### config.mk
export PLATFORM = sky130hd
export DESIGN_NAME = conv_accumulator
export DESIGN_NICKNAME = d
export VERILOG_FILES = /design/src/rtl/conv_accumulator.sv
export SDC_FILE = /design/constraint.sdc
export NUM_CORES = 1
export LEC_CHECK = 0
export BUFFER_PORTS_ARGS = -buffer_cell sky130_fd_sc_hd__buf_4
export CAP_MARGIN = 40
export CELL_PAD_IN_SITES_DETAIL_PLACEMENT = 0
export CELL_PAD_IN_SITES_GLOBAL_PLACEMENT = 2
export CORE_UTILIZATION = 31
export CTS_CLUSTER_DIAMETER = 30
export DETAILED_ROUTE_END_ITERATION = 8
export PLACE_DENSITY_LB_ADDON = 0.1
export SLEW_MARGIN = 0
export SYNTH_ARGS = -nofsm -noshare
export SYNTH_HDL_FRONTEND = slang
export SYNTH_SLANG_ARGS = --single-unit
### constraint.sdc
create_clock -name clk -period 5.8 [get_ports clk]
set_input_delay 0.58 -clock clk [delete_from_list [all_inputs] [get_ports clk]]
set_output_delay 0.58 -clock clk [all_outputs]
set_load 0.02 [all_outputs]
### src/rtl/conv_accumulator.sv
// Accumulates one kernel window of signed products plus bias, then applies optional
// ReLU, round-half-up requantisation and saturation to produce one activation per window.
module conv_accumulator #(
    parameter int PROD_W = 16,
    parameter int ACC_W  = 24,
    parameter int TAPS   = 9,
    parameter int SHIFT  = 4,
    parameter int OUT_W  = 8,
    localparam int CNT_W = $clog2(TAPS)
) (
    input  logic              clk,
    input  logic              rst,
    input  logic              clear,
    input  logic              in_valid,
    output logic              in_ready,
    input  logic [PROD_W-1:0] in_product,
    input  logic [15:0]       bias,
    input  logic              relu_en,
    output logic              out_valid,
    input  logic              out_ready,
    output logic [OUT_W-1:0]  out_data,
    output logic [ACC_W-1:0]  out_acc,
    output logic [CNT_W-1:0]  tap_cnt
);

    // Handshake: a transfer happens on a side only in a cycle where both valid and
    // ready are high; valid never waits on ready, and a held result stays stable
    // until out_ready is seen.
    typedef enum logic [0:0] {ACCUM = 1'b0, HOLD = 1'b1} state_t;

    localparam logic signed [ACC_W:0] RND =
        (SHIFT > 0) ? ((ACC_W+1)'(1) << ((SHIFT > 0) ? SHIFT - 1 : 0)) : '0;
    localparam logic signed [ACC_W:0] MAX_OUT = (ACC_W+1)'((1 << (OUT_W - 1)) - 1);
    localparam logic signed [ACC_W:0] MIN_OUT = -MAX_OUT - (ACC_W+1)'(1);

    state_t state_q, state_d;
    logic [ACC_W-1:0] acc;
    logic in_xfer, last_tap;
    logic [ACC_W-1:0] prod_ext, bias_ext, acc_base, sum;
    logic signed [ACC_W:0] v, rounded;
    logic [OUT_W-1:0] sat_data;

    always_comb begin
        in_ready = (state_q == ACCUM) || (state_q == HOLD && out_ready);
        in_xfer  = in_valid && in_ready;
        last_tap = (tap_cnt == CNT_W'(TAPS - 1));
        prod_ext = {{(ACC_W-PROD_W){in_product[PROD_W-1]}}, in_product};
        bias_ext = {{(ACC_W-16){bias[15]}}, bias};
        acc_base = (tap_cnt == '0) ? bias_ext : acc;
        sum      = acc_base + prod_ext;
    end

    // One guard bit above ACC_W keeps the rounding add from wrapping.
    always_comb begin
        v        = (relu_en && sum[ACC_W-1]) ? '0 : {sum[ACC_W-1], sum};
        rounded  = (v + RND) >>> SHIFT;
        sat_data = rounded[OUT_W-1:0];
        if (rounded > MAX_OUT) begin
            sat_data = MAX_OUT[OUT_W-1:0];
        end else if (rounded < MIN_OUT) begin
            sat_data = MIN_OUT[OUT_W-1:0];
        end
    end

    always_comb begin
        state_d = state_q;
        if (clear) begin
            state_d = ACCUM;
        end else begin
            case (state_q)
                ACCUM:   if (in_xfer && last_tap) state_d = HOLD;
                HOLD:    if (out_ready) state_d = ACCUM;
                default: state_d = ACCUM;
            endcase
        end
    end

    always_ff @(posedge clk or posedge rst) begin
        if (rst) begin
            state_q <= ACCUM;
        end else begin
            state_q <= state_d;
        end
    end

    // In HOLD tap_cnt is 0, so a same-cycle input transfer is always a tap 0.
    always_ff @(posedge clk or posedge rst) begin
        if (rst) begin
            tap_cnt   <= '0;
            acc       <= '0;
            out_valid <= 1'b0;
            out_data  <= '0;
            out_acc   <= '0;
        end else if (clear) begin
            tap_cnt   <= '0;
            acc       <= '0;
            out_valid <= 1'b0;
        end else begin
            if (state_q == HOLD && out_ready) begin
                out_valid <= 1'b0;
            end
            if (in_xfer) begin
                if (last_tap) begin
                    out_acc   <= sum;
                    out_data  <= sat_data;
                    out_valid <= 1'b1;
                    tap_cnt   <= '0;
                end else begin
                    acc     <= sum;
                    tap_cnt <= tap_cnt + CNT_W'(1);
                end
            end
        end
    end

endmodule

======== Word level (Yosys, flattened, before mapping) ========
Index checks and enable logic that the tools add are counted.
storage, ports and cells
  bits in registers ....................... 62
  input bits .............................. 38
  output and inout bits ................... 38
  word-level logic and storage cells ...... 42
operators by class
  add/subtract/negate cells ............... 3
  magnitude comparators ................... 2
  eq/ne operators ......................... 2
  multiplexer cells ....................... 18
  bitwise operators ....................... 2
  reductions and logical operators ........ 9
operators by type and width
  cell                                                             count
  2-to-1 mux 24 bit                                                4
  adder 25 x 5 -> 25 bit (second input constant)                   1
  2-to-1 mux 25 bit                                                1
  adder 24 bit                                                     1
  greater-than comparator 21 x 8 -> 1 bit (second input constant)  1
  less-than comparator 21 x 8 -> 1 bit (second input constant)     1
  2-to-1 mux 8 bit                                                 2
  2-to-1 mux 4 bit                                                 3
  2-to-1 mux 1 bit                                                 7
  adder 4 x 1 -> 4 bit (second input constant)                     1
  == test 4 bit (second input constant)                            1
  logical AND 1 bit                                                4
  logical NOT 4 bit                                                1
  AND reduction 3 bit                                              1
  inequality test 2 bit (second input constant)                    1
  inverter 1 bit                                                   2
  one-hot mux 1 bit (2 select lines)                               1
  AND reduction 2 bit                                              1
  nonzero test 2 bit                                               1
  logical OR 1 bit                                                 1

======== Logic depth before layout (Yosys ltp) ========
  depth after elaboration ................. 9
  mapped depth ............................ 26
  mapped depth without buffers ............ 22

======== Worst setup path after synthesis ========
OpenSTA, ideal clock, no wires.
  path type ............................... reg2reg
  from .................................... register tap_cnt[0]
  to ...................................... register out_data[0]
  library setup time ...................... 0.146 ns
  arrival time ............................ 5.728 ns
  required time ........................... 5.654 ns
  slack ................................... -0.075 ns
  stages on the path, launching flop included .. 27
  buffers on the path ..................... 4
  period minus slack after synthesis ...... 5.875 ns
  cell sequence ........................... dfrtp_1 inv_1 ha_1 or3b_1 clkbuf_1 clkbuf_1 nand2_1 nand2_1 ha_1 buf_2 nand3_2 or4_4 o21ai_4 nor2_2 o311ai_4 nor2_4 buf_2 nor2b_1 ha_1 nand3_1 nor3_1 nand4_1 or3_1 nor3_1 nor3_1 o41ai_4 o22ai_1
on the way
  longest elaborated chain between the ends .. 9
  elaborated cells between the ends (all ways) .. 12
  classes of those cells .................. add/sub (2); order compare (2); eq/ne (1); mux (4); reduce/logical (3)
ends and longest elaborated chain
  item                                  RTL line  RTL
  start, declared                       23        output logic [CNT_W-1:0] tap_cnt
  start signal, assigned                110       tap_cnt <= tap_cnt + CNT_W'(1);
  logical NOT 4 bit                     49        acc_base = (tap_cnt == '0) ? bias_ext : acc;
  2-to-1 mux 24 bit                     49
  adder 24 bit                          50        sum = acc_base + prod_ext;
  logical AND 1 bit                     55        v = (relu_en && sum[ACC_W-1]) ? '0 : {sum[ACC_W-1], sum};
  2-to-1 mux 25 bit                     55
  adder 25 x 5 -> 25 bit                56        rounded = (v + RND) >>> SHIFT;
  less-than comparator 21 x 8 -> 1 bit  60        end else if (rounded < MIN_OUT) begin
  2-to-1 mux 8 bit                      60
  2-to-1 mux 8 bit                      58        if (rounded > MAX_OUT) begin
  end signal, assigned                  105       out_data <= sat_data;
  end, declared                         21        output logic [OUT_W-1:0] out_data,
Parallel ways exist; a longest one is shown, timed or not.
A chain may end at the register's enable or synchronous reset.

======== Worst setup path after layout ========
  from .................................... register tap_cnt[0]
  to ...................................... register out_data[3]
Same word-level chain as after synthesis.

==> results.toml <==
[timing]
hold_violations = 0
min_period_over_period = 0.935
max_freq_mhz = 184
setup_violations = 0
tightest_slew_ns = 0.934
hold_slack_ns = 0.474
period_minus_slack_ns = 5.42
fin_skew_ns = 0.00879
max-slew-margin-rel = 0.373
finalMaxSlewViolations = 0

[setup_path]
cp_common_cell = "nand2_1"
critPathKind = "flop to flop"
path_max_fanout = 16
path_buf_inv = 1
rrSetupSlack_ns = 0.38
cp-end-kind = "flop"
worstReg2RegEnd = "out_data[3]"
slowest_delay_ns = 0.58
worst_ep_arrival_time_ns = 5.66
path_cells = "inv_1 -> ha_1 -> or3b_4 -> nand2_1 -> nand2_1 -> ha_2 -> nand2_1 -> or4_4 -> o21ai_4 -> nor2_2 -> o311ai_4 -> nor2_4 -> nor2_1 -> ha_1 -> nand3_1 -> nor3_4 -> nand4_1 -> nor4_1 -> xnor2_1 -> and4_1 -> a31oi_4 -> o32ai_1"
cp_slowest_cell = "or4_4"
startpoint_type = "flop"
r2r_cells = 22
crit_family = "simple AND/OR/NAND/NOR gates"
reg2reg_from = "tap_cnt[0]"
crit_required_ns = 6.04

[place]
io_buffer_count = 75
dp_cells = 922
dpl.hpwl_mm = 12.4
gp_congestion = 0.827
dpl_cell_area_um2 = 5950

[hold_path]
min-delay-start = "out_acc[15]"
hp-class = "flop to flop"
holdPathEnd = "out_acc[15]"
hold_depth = 2

[cts]
clockBufferDepth = 2
htreeDepth = 3
cts_tree = "done"
post-cts-setup-buffer-count = 0
clkSinkCount = 62
ctsHoldBuffers = 0
cts_root_buffer = "clkbuf_16"
insertion_delay_ns = 0.34
clkTransAtPathRegs_ns = 0.05
cts_buffers = 9

[power_and_ir_drop]
pwr-share-comb = 0.450
power_switching_w = 0.000782
p_leak_nw = 2.93
switching_share = 0.389
ir_worst_vdd_uv = 156
powerDensity_nw_per_um2 = 318
p_seq_frac = 0.247
p_clk_frac = 0.303
power_w = 0.00201
p_int_w = 0.00123

[synth]
yosysTopAreaCellShare = 0.311
synth_edf_count = 0
seq_area_frac_synth = 0.311
synth_ff_type = "dfrtp_1"
syn_nets = 698
synth-warning-count = 0
synth-seq-cells = 62
synth_cells = 633
synthArstFlopShare = 1.00
yosys-top-cells-area = "dfrtp_1 (31%), nand2_1 (12%), ha_1 (6.5%), nor2_1 (4.1%), a21oi_1 (4.1%)"
syn-cell-area_um2 = 4990
synth_area_leader_cell = "dfrtp_1"
synth.avg_cell_area_um2 = 7.89
ys_types = 80

[cells_and_area]
fin_area_um2 = 6320
syn_to_final_growth_pct = 26.5
post_route_cells_drive_above_1_share = 0.223
diodes = 0
layout.nets = 782
final_cells = 938
final_util = 0.399
final_common_cell = "nand2_1"
final_cell_mix = "nand2_1 (153), buf_4 (106), dfrtp_1 (62)"

[floorplan]
rows = 46
coreArea_um2 = 15800
die_h_um = 129
start_util = 0.315
io_pins = 76
fp.dieW_um = 129
die_area_um2 = 16600

[job]
max_cap_viol_count = 0

[grt]
grt_max_degree = 63
antenna_found_initial = 0
grt_pass1_wl_mm = 25.5
grt.total_usage = 0.202
gr-total-overflow = 0
grt_pass1_vias = 4664

[route]
vias = 4846
drt-total-wl_mm = 15.9
drt_iter0_markers = 249
first_pass_iters = 5
via_per_inst = 5.17
ant_nets = 0
remaining_drc_errors = 0
wl_per_cell_um = 16.9

[run_status]
status = "completed"
## layer usage
metal,share of wire,wire length [um],vias up,global-route usage
li1,-,-,2429,-
met1,0.52,8190,2290,0.298
met2,0.42,6730,114,0.299
met3,0.049,777,13,0.0358
met4,0.011,172,0,0.0567
met5,0,0,-,0
## metrics by stage
| step | setup WS [ns] | TNS (ns) |
|---|---|---|
| 3_5_place_dp | 0.0882 | 0 |
| 2_1_floorplan | 0.134 | 0 |
| 4_1_cts | 0.0615 | 0 |
| 3_3_place_gp | 0.195 | 0 |
| 6_report | 0.376 | 0 |
| 5_1_grt | -0.0138 | -0.0138 |
## cell families after synthesis
| family | share of synthesized area |
|---|---|
| DFF | 0.311 |
| AOI/OAI and AO/OA | 0.229 |
| xor gates and xnor gates | 0.0541 |
| adders and majority gates | 0.0692 |
| buffers and inverters | 0.0363 |
| and+or+nand+nor | 0.290 |
| muxes | 0.0103 |
## cell usage after synthesis (all sizes together) (3+ instances only)
| cell | n |
|---|---|
| nor3 | 15 |
| nand4 | 10 |
| a21oi | 42 |
| a22oi | 3 |
| nand2 | 153 |
| o21ai | 38 |
| nor2 | 57 |
| o32ai | 5 |
| nor4 | 7 |
| mux2i | 4 |
| a221oi | 3 |
| o211ai | 3 |
| inv | 9 |
| a21o | 12 |
| and3 | 5 |
| nor2b | 3 |
| o21a | 5 |
| a31oi | 4 |
| nand3 | 11 |
| xor2 | 9 |
| a211oi | 9 |
| o211a | 3 |
| nand2b | 4 |
| dfrtp | 62 |
| or3 | 11 |
| and2 | 8 |
| buf | 12 |
| xnor2 | 21 |
| or2 | 4 |
| o22ai | 3 |
| and4 | 5 |
| clkbuf | 22 |
| o41ai | 3 |
| ha | 26 |
| nand3b | 4 |
## area by class of cell
type / count / area [um2]
fill: 1671 / 9510
multi-input combinational: 528 / 3310
sequential: 62 / 1550
timing repair buffer: 107 / 823
tap: 216 / 270
clock buffer: 11 / 253
clock inverter: 5 / 81.3
inverter: 9 / 33.8
## worst reg2reg max path, stage by stage (launching register included)
cell	delay, ns
dfrtp_1	0.44
inv_1	0.09
ha_1	0.19
or3b_4	0.51
nand2_1	0.11
nand2_1	0.06
ha_2	0.41
nand2_1	0.13
or4_4	0.58
o21ai_4	0.18
nor2_2	0.07
o311ai_4	0.31
nor2_4	0.11
nor2_1	0.14
ha_1	0.19
nand3_1	0.15
nor3_4	0.20
nand4_1	0.18
nor4_1	0.29
xnor2_1	0.25
and4_1	0.30
a31oi_4	0.14
o32ai_1	0.30
## worst max path at each step
stage	from	end	slack, ns	depth (start not counted)
6_report	tap_cnt[0]	out_data[3]	0.38	22
5_1_grt	tap_cnt[0]	out_data[3]	-0.01	22
4_1_cts	tap_cnt[0]	out_data[1]	0.06	24
3_5_place_dp	tap_cnt[0]	out_data[1]	0.09	24
3_3_place_gp	tap_cnt[0]	out_data[1]	0.20	24
2_1_floorplan	tap_cnt[0]	out_data[0]	0.13	26
## sequential cells by signal, indices dropped and copies added, names as in the netlist
| signal | cells |
|---|---|
| out_acc | 24 |
| state_q | 1 |
| tap_cnt | 4 |
| out_valid | 1 |
| acc | 24 |
| out_data | 8 |
## power groups by stage
stage / Clock (W) / Combinational [W] / Sequential [W]
floorplan: 0 / 0.000569 / 0.000522
global placement: 0 / 0.000891 / 0.000504
detailed placement: 0 / 0.000894 / 0.000505
CTS: 0.000625 / 0.000898 / 0.000497
global route: 0.000643 / 0.000997 / 0.000503
finish: 0.000609 / 0.000904 / 0.000497
## repair_timing
item	4_1_cts	5_1_grt
hold endpoints to repair	0	0
endpoints found under the setup margin	0	7
resized for setup	0	11
(Power assumes the default switching activity.)
